===== src/rtl/phy_tx_serializer_if.sv =====
// Frame-load handshake and serial output bundle for the 4-lane transmit serializer.
// The master drives the lane bytes and requests; the slave (serializer) returns ready/out/active.
interface phy_tx_serializer_if;
    logic [7:0] in0;
    logic [7:0] in1;
    logic [7:0] in2;
    logic [7:0] in3;
    logic [3:0] valid_in;
    logic       in_load;
    logic       retrain;
    logic       in_ready;
    logic       out;
    logic       active;

    modport master (
        output in0, in1, in2, in3, valid_in, in_load, retrain,
        input  in_ready, out, active
    );

    modport slave (
        input  in0, in1, in2, in3, valid_in, in_load, retrain,
        output in_ready, out, active
    );
endinterface


===== src/rtl/phy_tx_serializer.sv =====
// Bit-clock serializer: COM training after reset, then 4-byte frames MSB first in lane order,
// with IDLE filling every invalid slot. A one-frame hold buffer decouples loads from the wire.
module phy_tx_serializer #(
    parameter int         COM_COUNT = 4,
    parameter logic [7:0] COM_BYTE  = 8'hBC,
    parameter logic [7:0] IDLE_BYTE = 8'h7C
) (
    input  logic                clk32f,
    input  logic                reset,
    phy_tx_serializer_if.slave  link
);
    localparam int NUM_LANES = 4;
    localparam int CW        = $clog2(COM_COUNT + 1);
    localparam logic [CW-1:0] COM_LAST = CW'(COM_COUNT);

    typedef enum logic {TRAIN = 1'b0, ACTIVE = 1'b1} state_t;

    state_t                          state_q, state_d;
    logic [2:0]                      bit_cnt_q, bit_cnt_d;
    logic [1:0]                      slot_q, slot_d;
    logic [CW-1:0]                   com_cnt_q, com_cnt_d;
    logic [7:0]                      shift_q, shift_d;
    logic                            out_q, out_d;
    logic                            active_q, active_d;
    logic                            in_ready_q, in_ready_d;
    logic                            retrain_pend_q, retrain_pend_d;
    logic                            hold_full_q, hold_full_d;
    logic [NUM_LANES-1:0][7:0]       hold_data_q, hold_data_d;
    logic [NUM_LANES-1:0]            hold_vld_q, hold_vld_d;
    logic [NUM_LANES-1:0][7:0]       fbuf_data_q, fbuf_data_d;
    logic [NUM_LANES-1:0]            fbuf_vld_q, fbuf_vld_d;

    logic [NUM_LANES-1:0][7:0]       lane_in;
    logic                            fs;
    logic                            load_acc;
    logic [7:0]                      sel_byte;

    assign lane_in  = {link.in3, link.in2, link.in1, link.in0};
    assign fs       = (bit_cnt_q == 3'd0) && (slot_q == 2'd0);
    assign load_acc = link.in_load && in_ready_q;

    always_comb begin
        state_d        = state_q;
        bit_cnt_d      = bit_cnt_q + 3'd1;
        slot_d         = (bit_cnt_q == 3'd7) ? slot_q + 2'd1 : slot_q;
        com_cnt_d      = com_cnt_q;
        shift_d        = {shift_q[6:0], 1'b0};
        out_d          = shift_q[7];
        retrain_pend_d = retrain_pend_q;
        hold_full_d    = hold_full_q;
        hold_data_d    = hold_data_q;
        hold_vld_d     = hold_vld_q;
        fbuf_data_d    = fbuf_data_q;
        fbuf_vld_d     = fbuf_vld_q;
        sel_byte       = COM_BYTE;

        if (state_q == ACTIVE && link.retrain)
            retrain_pend_d = 1'b1;

        if (load_acc) begin
            hold_data_d = lane_in;
            hold_vld_d  = link.valid_in;
            hold_full_d = 1'b1;
        end

        if (fs) begin
            if (state_q == TRAIN) begin
                if (com_cnt_q == COM_LAST) begin
                    state_d   = ACTIVE;
                    com_cnt_d = '0;
                end
            end else if (retrain_pend_q) begin
                state_d        = TRAIN;
                retrain_pend_d = 1'b0;
            end

            // A load can only be accepted here when the hold was empty, so the
            // hold hand-off and a same-edge capture never collide.
            if (state_d == ACTIVE) begin
                if (hold_full_q) begin
                    fbuf_data_d = hold_data_q;
                    fbuf_vld_d  = hold_vld_q;
                    hold_full_d = 1'b0;
                end else begin
                    fbuf_vld_d  = '0;
                end
            end else begin
                fbuf_vld_d  = '0;
                hold_full_d = 1'b0;
                hold_vld_d  = '0;
            end
        end

        if (bit_cnt_q == 3'd0) begin
            if (state_d == TRAIN) begin
                sel_byte  = COM_BYTE;
                com_cnt_d = com_cnt_d + CW'(1);
            end else begin
                sel_byte  = fbuf_vld_d[slot_q] ? fbuf_data_d[slot_q] : IDLE_BYTE;
            end
            out_d   = sel_byte[7];
            shift_d = {sel_byte[6:0], 1'b0};
        end

        active_d   = (state_d == ACTIVE);
        in_ready_d = (state_d == ACTIVE) && !hold_full_d;
    end

    always_ff @(posedge clk32f or posedge reset) begin
        if (reset) begin
            state_q        <= TRAIN;
            bit_cnt_q      <= '0;
            slot_q         <= '0;
            com_cnt_q      <= '0;
            shift_q        <= '0;
            out_q          <= 1'b0;
            active_q       <= 1'b0;
            in_ready_q     <= 1'b0;
            retrain_pend_q <= 1'b0;
            hold_full_q    <= 1'b0;
            hold_data_q    <= '0;
            hold_vld_q     <= '0;
            fbuf_data_q    <= '0;
            fbuf_vld_q     <= '0;
        end else begin
            state_q        <= state_d;
            bit_cnt_q      <= bit_cnt_d;
            slot_q         <= slot_d;
            com_cnt_q      <= com_cnt_d;
            shift_q        <= shift_d;
            out_q          <= out_d;
            active_q       <= active_d;
            in_ready_q     <= in_ready_d;
            retrain_pend_q <= retrain_pend_d;
            hold_full_q    <= hold_full_d;
            hold_data_q    <= hold_data_d;
            hold_vld_q     <= hold_vld_d;
            fbuf_data_q    <= fbuf_data_d;
            fbuf_vld_q     <= fbuf_vld_d;
        end
    end

    assign link.out      = out_q;
    assign link.active   = active_q;
    assign link.in_ready = in_ready_q;
endmodule


===== src/flat_wrapper.sv =====
// flat-port wrapper written by rule: the top's interface ports become plain ports
module phy_tx_serializer_flat 
#(
    parameter int         COM_COUNT = 4,
    parameter logic [7:0] COM_BYTE  = 8'hBC,
    parameter logic [7:0] IDLE_BYTE = 8'h7C
)
  (clk32f, reset, link_in0, link_in1, link_in2, link_in3, link_valid_in, link_in_load, link_retrain, link_in_ready, link_out, link_active);
  phy_tx_serializer_if link_i ();
  input  logic clk32f;
  input  logic reset;
  input wire logic [$bits(link_i.in0)-1:0] link_in0;
  input wire logic [$bits(link_i.in1)-1:0] link_in1;
  input wire logic [$bits(link_i.in2)-1:0] link_in2;
  input wire logic [$bits(link_i.in3)-1:0] link_in3;
  input wire logic [$bits(link_i.valid_in)-1:0] link_valid_in;
  input wire logic [$bits(link_i.in_load)-1:0] link_in_load;
  input wire logic [$bits(link_i.retrain)-1:0] link_retrain;
  output wire logic [$bits(link_i.in_ready)-1:0] link_in_ready;
  output wire logic [$bits(link_i.out)-1:0] link_out;
  output wire logic [$bits(link_i.active)-1:0] link_active;
  assign link_i.in0 = link_in0;
  assign link_i.in1 = link_in1;
  assign link_i.in2 = link_in2;
  assign link_i.in3 = link_in3;
  assign link_i.valid_in = link_valid_in;
  assign link_i.in_load = link_in_load;
  assign link_i.retrain = link_retrain;
  assign link_in_ready = link_i.in_ready;
  assign link_out = link_i.out;
  assign link_active = link_i.active;
  phy_tx_serializer #(.COM_COUNT(COM_COUNT), .COM_BYTE(COM_BYTE), .IDLE_BYTE(IDLE_BYTE)) u_core (.clk32f(clk32f), .reset(reset), .link(link_i));
endmodule

===== config.mk =====
export PLATFORM = sky130hd
export DESIGN_NAME = phy_tx_serializer_flat
export DESIGN_NICKNAME = d
export VERILOG_FILES = /design/src/rtl/phy_tx_serializer_if.sv /design/src/rtl/phy_tx_serializer.sv /design/src/flat_wrapper.sv
export SDC_FILE = /design/constraint.sdc
export NUM_CORES = 1
export LEC_CHECK = 0
export CAP_MARGIN = 20
export CORE_MARGIN = 4
export CORE_UTILIZATION = 57
export DETAILED_ROUTE_END_ITERATION = 7
export GPL_ROUTABILITY_DRIVEN = 0
export PLACE_DENSITY_LB_ADDON = 0.1
export SYNTH_ARGS = -nofsm -noshare
export SYNTH_HDL_FRONTEND = slang
export SYNTH_SLANG_ARGS = --single-unit

===== constraint.sdc =====
create_clock -name clk32f -period 3.6 [get_ports clk32f]
set_input_delay 0.54 -clock clk32f [delete_from_list [all_inputs] [get_ports clk32f]]
set_output_delay 0.54 -clock clk32f [all_outputs]
set_load 0.05 [all_outputs]

==> out/results.ini <==
[power]
switching_share_pct=26.1
p_seq_share_pct=56.0
max-vdd-ir-drop_v=0.000369
clockPowerShare_pct=34.7
cellLeakagePower_uw=0.00243
internal_power_uw=1650
power_density_nw_per_um2=438
comb_power_share_pct=9.3
power_switching_uw=580

[synth]
synth_top_area_share_pct=53.2
synth-seq-cells=92
syn_inst=439
synth_nets=485
ys_types=42
ys.flop_type=dfrtp_1
synth_area_per_cell_um2=9.86
syn_area_um2=4330
async_flop_share_pct=100
ys_warn_count=0
synth_area_leader_cell=dfrtp_1
synth-edff-count=0
synthTopCellsByArea=dfrtp_1 (53%), nand2_1 (11%), mux2_1 (7.8%)
ys_seq_area_share_pct=53.2

[timing]
finalCritPeriodShare_pct=76.0
setup_viol=0
clock_skew_ns=0.00711
min_period_ns=2.74
drv_slew=0
hold_viol_final=0
tightest_slew_ns=0.715
rsz0062_at_grt=false
slew_headroom_pct=52.3
timing.fmax_mhz=365
setup-tns-final_ns=0

[critical_path]
regToRegStartpoint=u_core.slot_q[0]
regToRegSetupSlack_ns=0.86
r2r_cells=8
crit_required_ns=3.85
crit_chain=inv_1, ha_1, nand3b_1, buf_4, a211oi_4, mux2i_1, or4_1, a22o_1
crit_type=flop to flop
start_kind=flop
critical_path_arrival_ns=2.99
critPathMaxFanout=13
worst_path_largest_cell_delay_ns=0.57
crit_path_top_delay_cell=a211oi_4
endpoint_kind=flop
rr_endpoint=u_core.shift_q[2]

[clock_network]
postCtsHoldBufs=0
clock_latency_ns=0.35
cts_resized=0
cts_buffers=9
cts_num_sinks=92
htreeDepth=3
cts_root_buf=clkbuf_8
cts_tree=done
cts.path.max_buffers=2
postCtsSetupBuffers=0
clk_pin_slew_ns=0.09

[job]
maxCapViolations=0

[floorplan]
initial_core_util_pct=59.1
ios=43
fp.dieArea_um2=9050
die_h_um=95.2
fp.dieW_um=95.2
fp-row-count=31
core_um2=7330

[layout]
multiInputGateArea_um2=1900
fillCellCount=567
antenna_cells=0
area_delta_synth_final_pct=17.5
layout-drive-gt1-share_pct=6.24
ff_latch_area_um2=2300
fin_nets=522
fin_util_pct=69.4

[global_routing]
grt_pass1_vias=3041
antenna_found_initial=0
grt_start_max_net_pins=54
globalRoute.totalOverflow=0
grt_pass1_wl_um=14500
grtUsageTotal_pct=20.7

[drt]
vias=3041
ant_nets=0
wire_per_inst_um=14.6
via_per_inst=5.24
first_pass_iters=4
wl_met1_um=4050
topRoutingLayerUsed=met4
drc_errors=0
drtIter0Drc=127
wl_um=8490
met2_wirelength_um=3990
wl_met3_um=327

[status]
status=complete, no violations

[placement]
post-dp-hpwl_um=6020
port_buffers=42

[min_path]
min_delay_worst_endpoint=u_core.bit_cnt_q[0]
hp-class=flop to flop
hold-path-cell-count=1
min-delay-start=u_core.bit_cnt_q[0]

==> routing by layer <==
metal	GRT usage (%)	up-vias
met5	0	-
li1	-	1517
met2	33.3	48
met3	3.79	9
met4	6.85	0
met1	28.4	1467
==> cells in the final DEF, fill, tap and decap left out, types with 2 or more instances in the layout <==
master           instances
a211o_1                  2
and4b_1                  2
mux2i_1                 29
dfrtp_1                 92
nand2_1                131
nand4_1                  5
a22o_1                   5
mux2_1                  30
clkinv_4                 2
inv_1                    7
inv_6                    2
ha_1                     6
nor2_1                  52
a22oi_1                  2
nand2b_1                 4
a31oi_1                  3
xor2_1                   2
clkdlybuf4s50_1         42
and2_1                   4
nor2b_1                  5
buf_4                    4
mux2_2                   2
clkbuf_8                 9
a21oi_1                 13
o21ai_0                  2
buf_12                   3
bufinv_16                2
==> metrics by stage <==
stage / power [uW] / setup WS (ns) / instances / instance area, um^2 / hold WS (ns)
2_1_floorplan: 1360 / 0.668 / 439 / 4330 / 0.418
3_3_place_gp: 1460 / 1.01 / 564 / 4870 / 0.432
3_5_place_dp: 1480 / 0.881 / 564 / 4870 / 0.442
4_1_cts: 2250 / 0.868 / 580 / 5090 / 0.455
5_1_grt: 2330 / 0.653 / 580 / 5090 / 0.461
6_report: 2230 / 0.863 / 580 / 5090 / 0.450
==> cells in the mapped netlist (all sizes together), types with 3 or more instances <==
library cell / number
ha: 6
nor2b: 5
and2: 4
mux2: 32
mux2i: 29
clkbuf: 14
a22o: 5
nand2: 131
inv: 8
dfrtp: 92
a21oi: 13
nor2: 52
a31oi: 3
nand2b: 4
buf: 9
nand4: 5
==> worst max-delay path by stage <==
stage	from	to	cells past startpoint
after floorplan	reset	u_core.bit_cnt_q[0]	1
after global placement	u_core.slot_q[0]	u_core.shift_q[2]	8
after detailed placement	u_core.slot_q[0]	u_core.shift_q[1]	9
after CTS	u_core.slot_q[0]	u_core.shift_q[2]	8
after global routing	u_core.slot_q[0]	u_core.shift_q[2]	8
final	u_core.slot_q[0]	u_core.shift_q[2]	8
==> critical path, delay by kind of cell (launching register included) <==
kind,cells,cell delay (ns)
muxes,1,0.17
buffers and inverters,2,0.33
AOI/OAI and AO/OA,2,0.78
DFF,1,0.52
and+or+nand+nor,2,0.64
adders and majority gates,1,0.21
==> kinds of logic after synthesis <==
kind of cell | share of synthesized area [%]
AND/OR/NAND/NOR | 20.4
buffers and inverters | 3.15
XOR/XNOR | 0.607
AO/OA/AOI/OAI | 5.35
multiplexers | 15.5
adder cells (fa/ha/maj) | 1.73
flip-flops | 53.2
==> registers in the layout (all words and copies together) (netlist names) <==
signal,flops
u_core.hold_full_q,1
u_core.com_cnt_q,3
u_core.hold_vld_q,4
u_core.fbuf_vld_q,4
u_core.retrain_pend_q,1
u_core.shift_q,7
u_core.link.in_ready,1
u_core.link.out,1
u_core.hold_data_q,32
u_core.state_q,1
u_core.slot_q,2
u_core.bit_cnt_q,3
u_core.fbuf_data_q,32
==> power groups by stage <==
stage               combinational [uW]  sequential [uW]  clock, uW
floorplan                          132             1230          0
global placement                   200             1260          0
detailed placement                 212             1270          0
CTS                                213             1250        792
global route                       242             1260        828
finish                             207             1250        774
==> cell type report <==
class / count / share of cell area [%]
Tap cell: 99 / 2.43
Inverter: 8 / 0.615
Clock inverter: 6 / 1.87
Sequential cell: 92 / 45.2
Multi-Input combinational cell: 316 / 37.3
Timing Repair Buffer: 49 / 10.0
Clock buffer: 10 / 2.51
No activity file was read; power rests on OpenSTA's default activity.
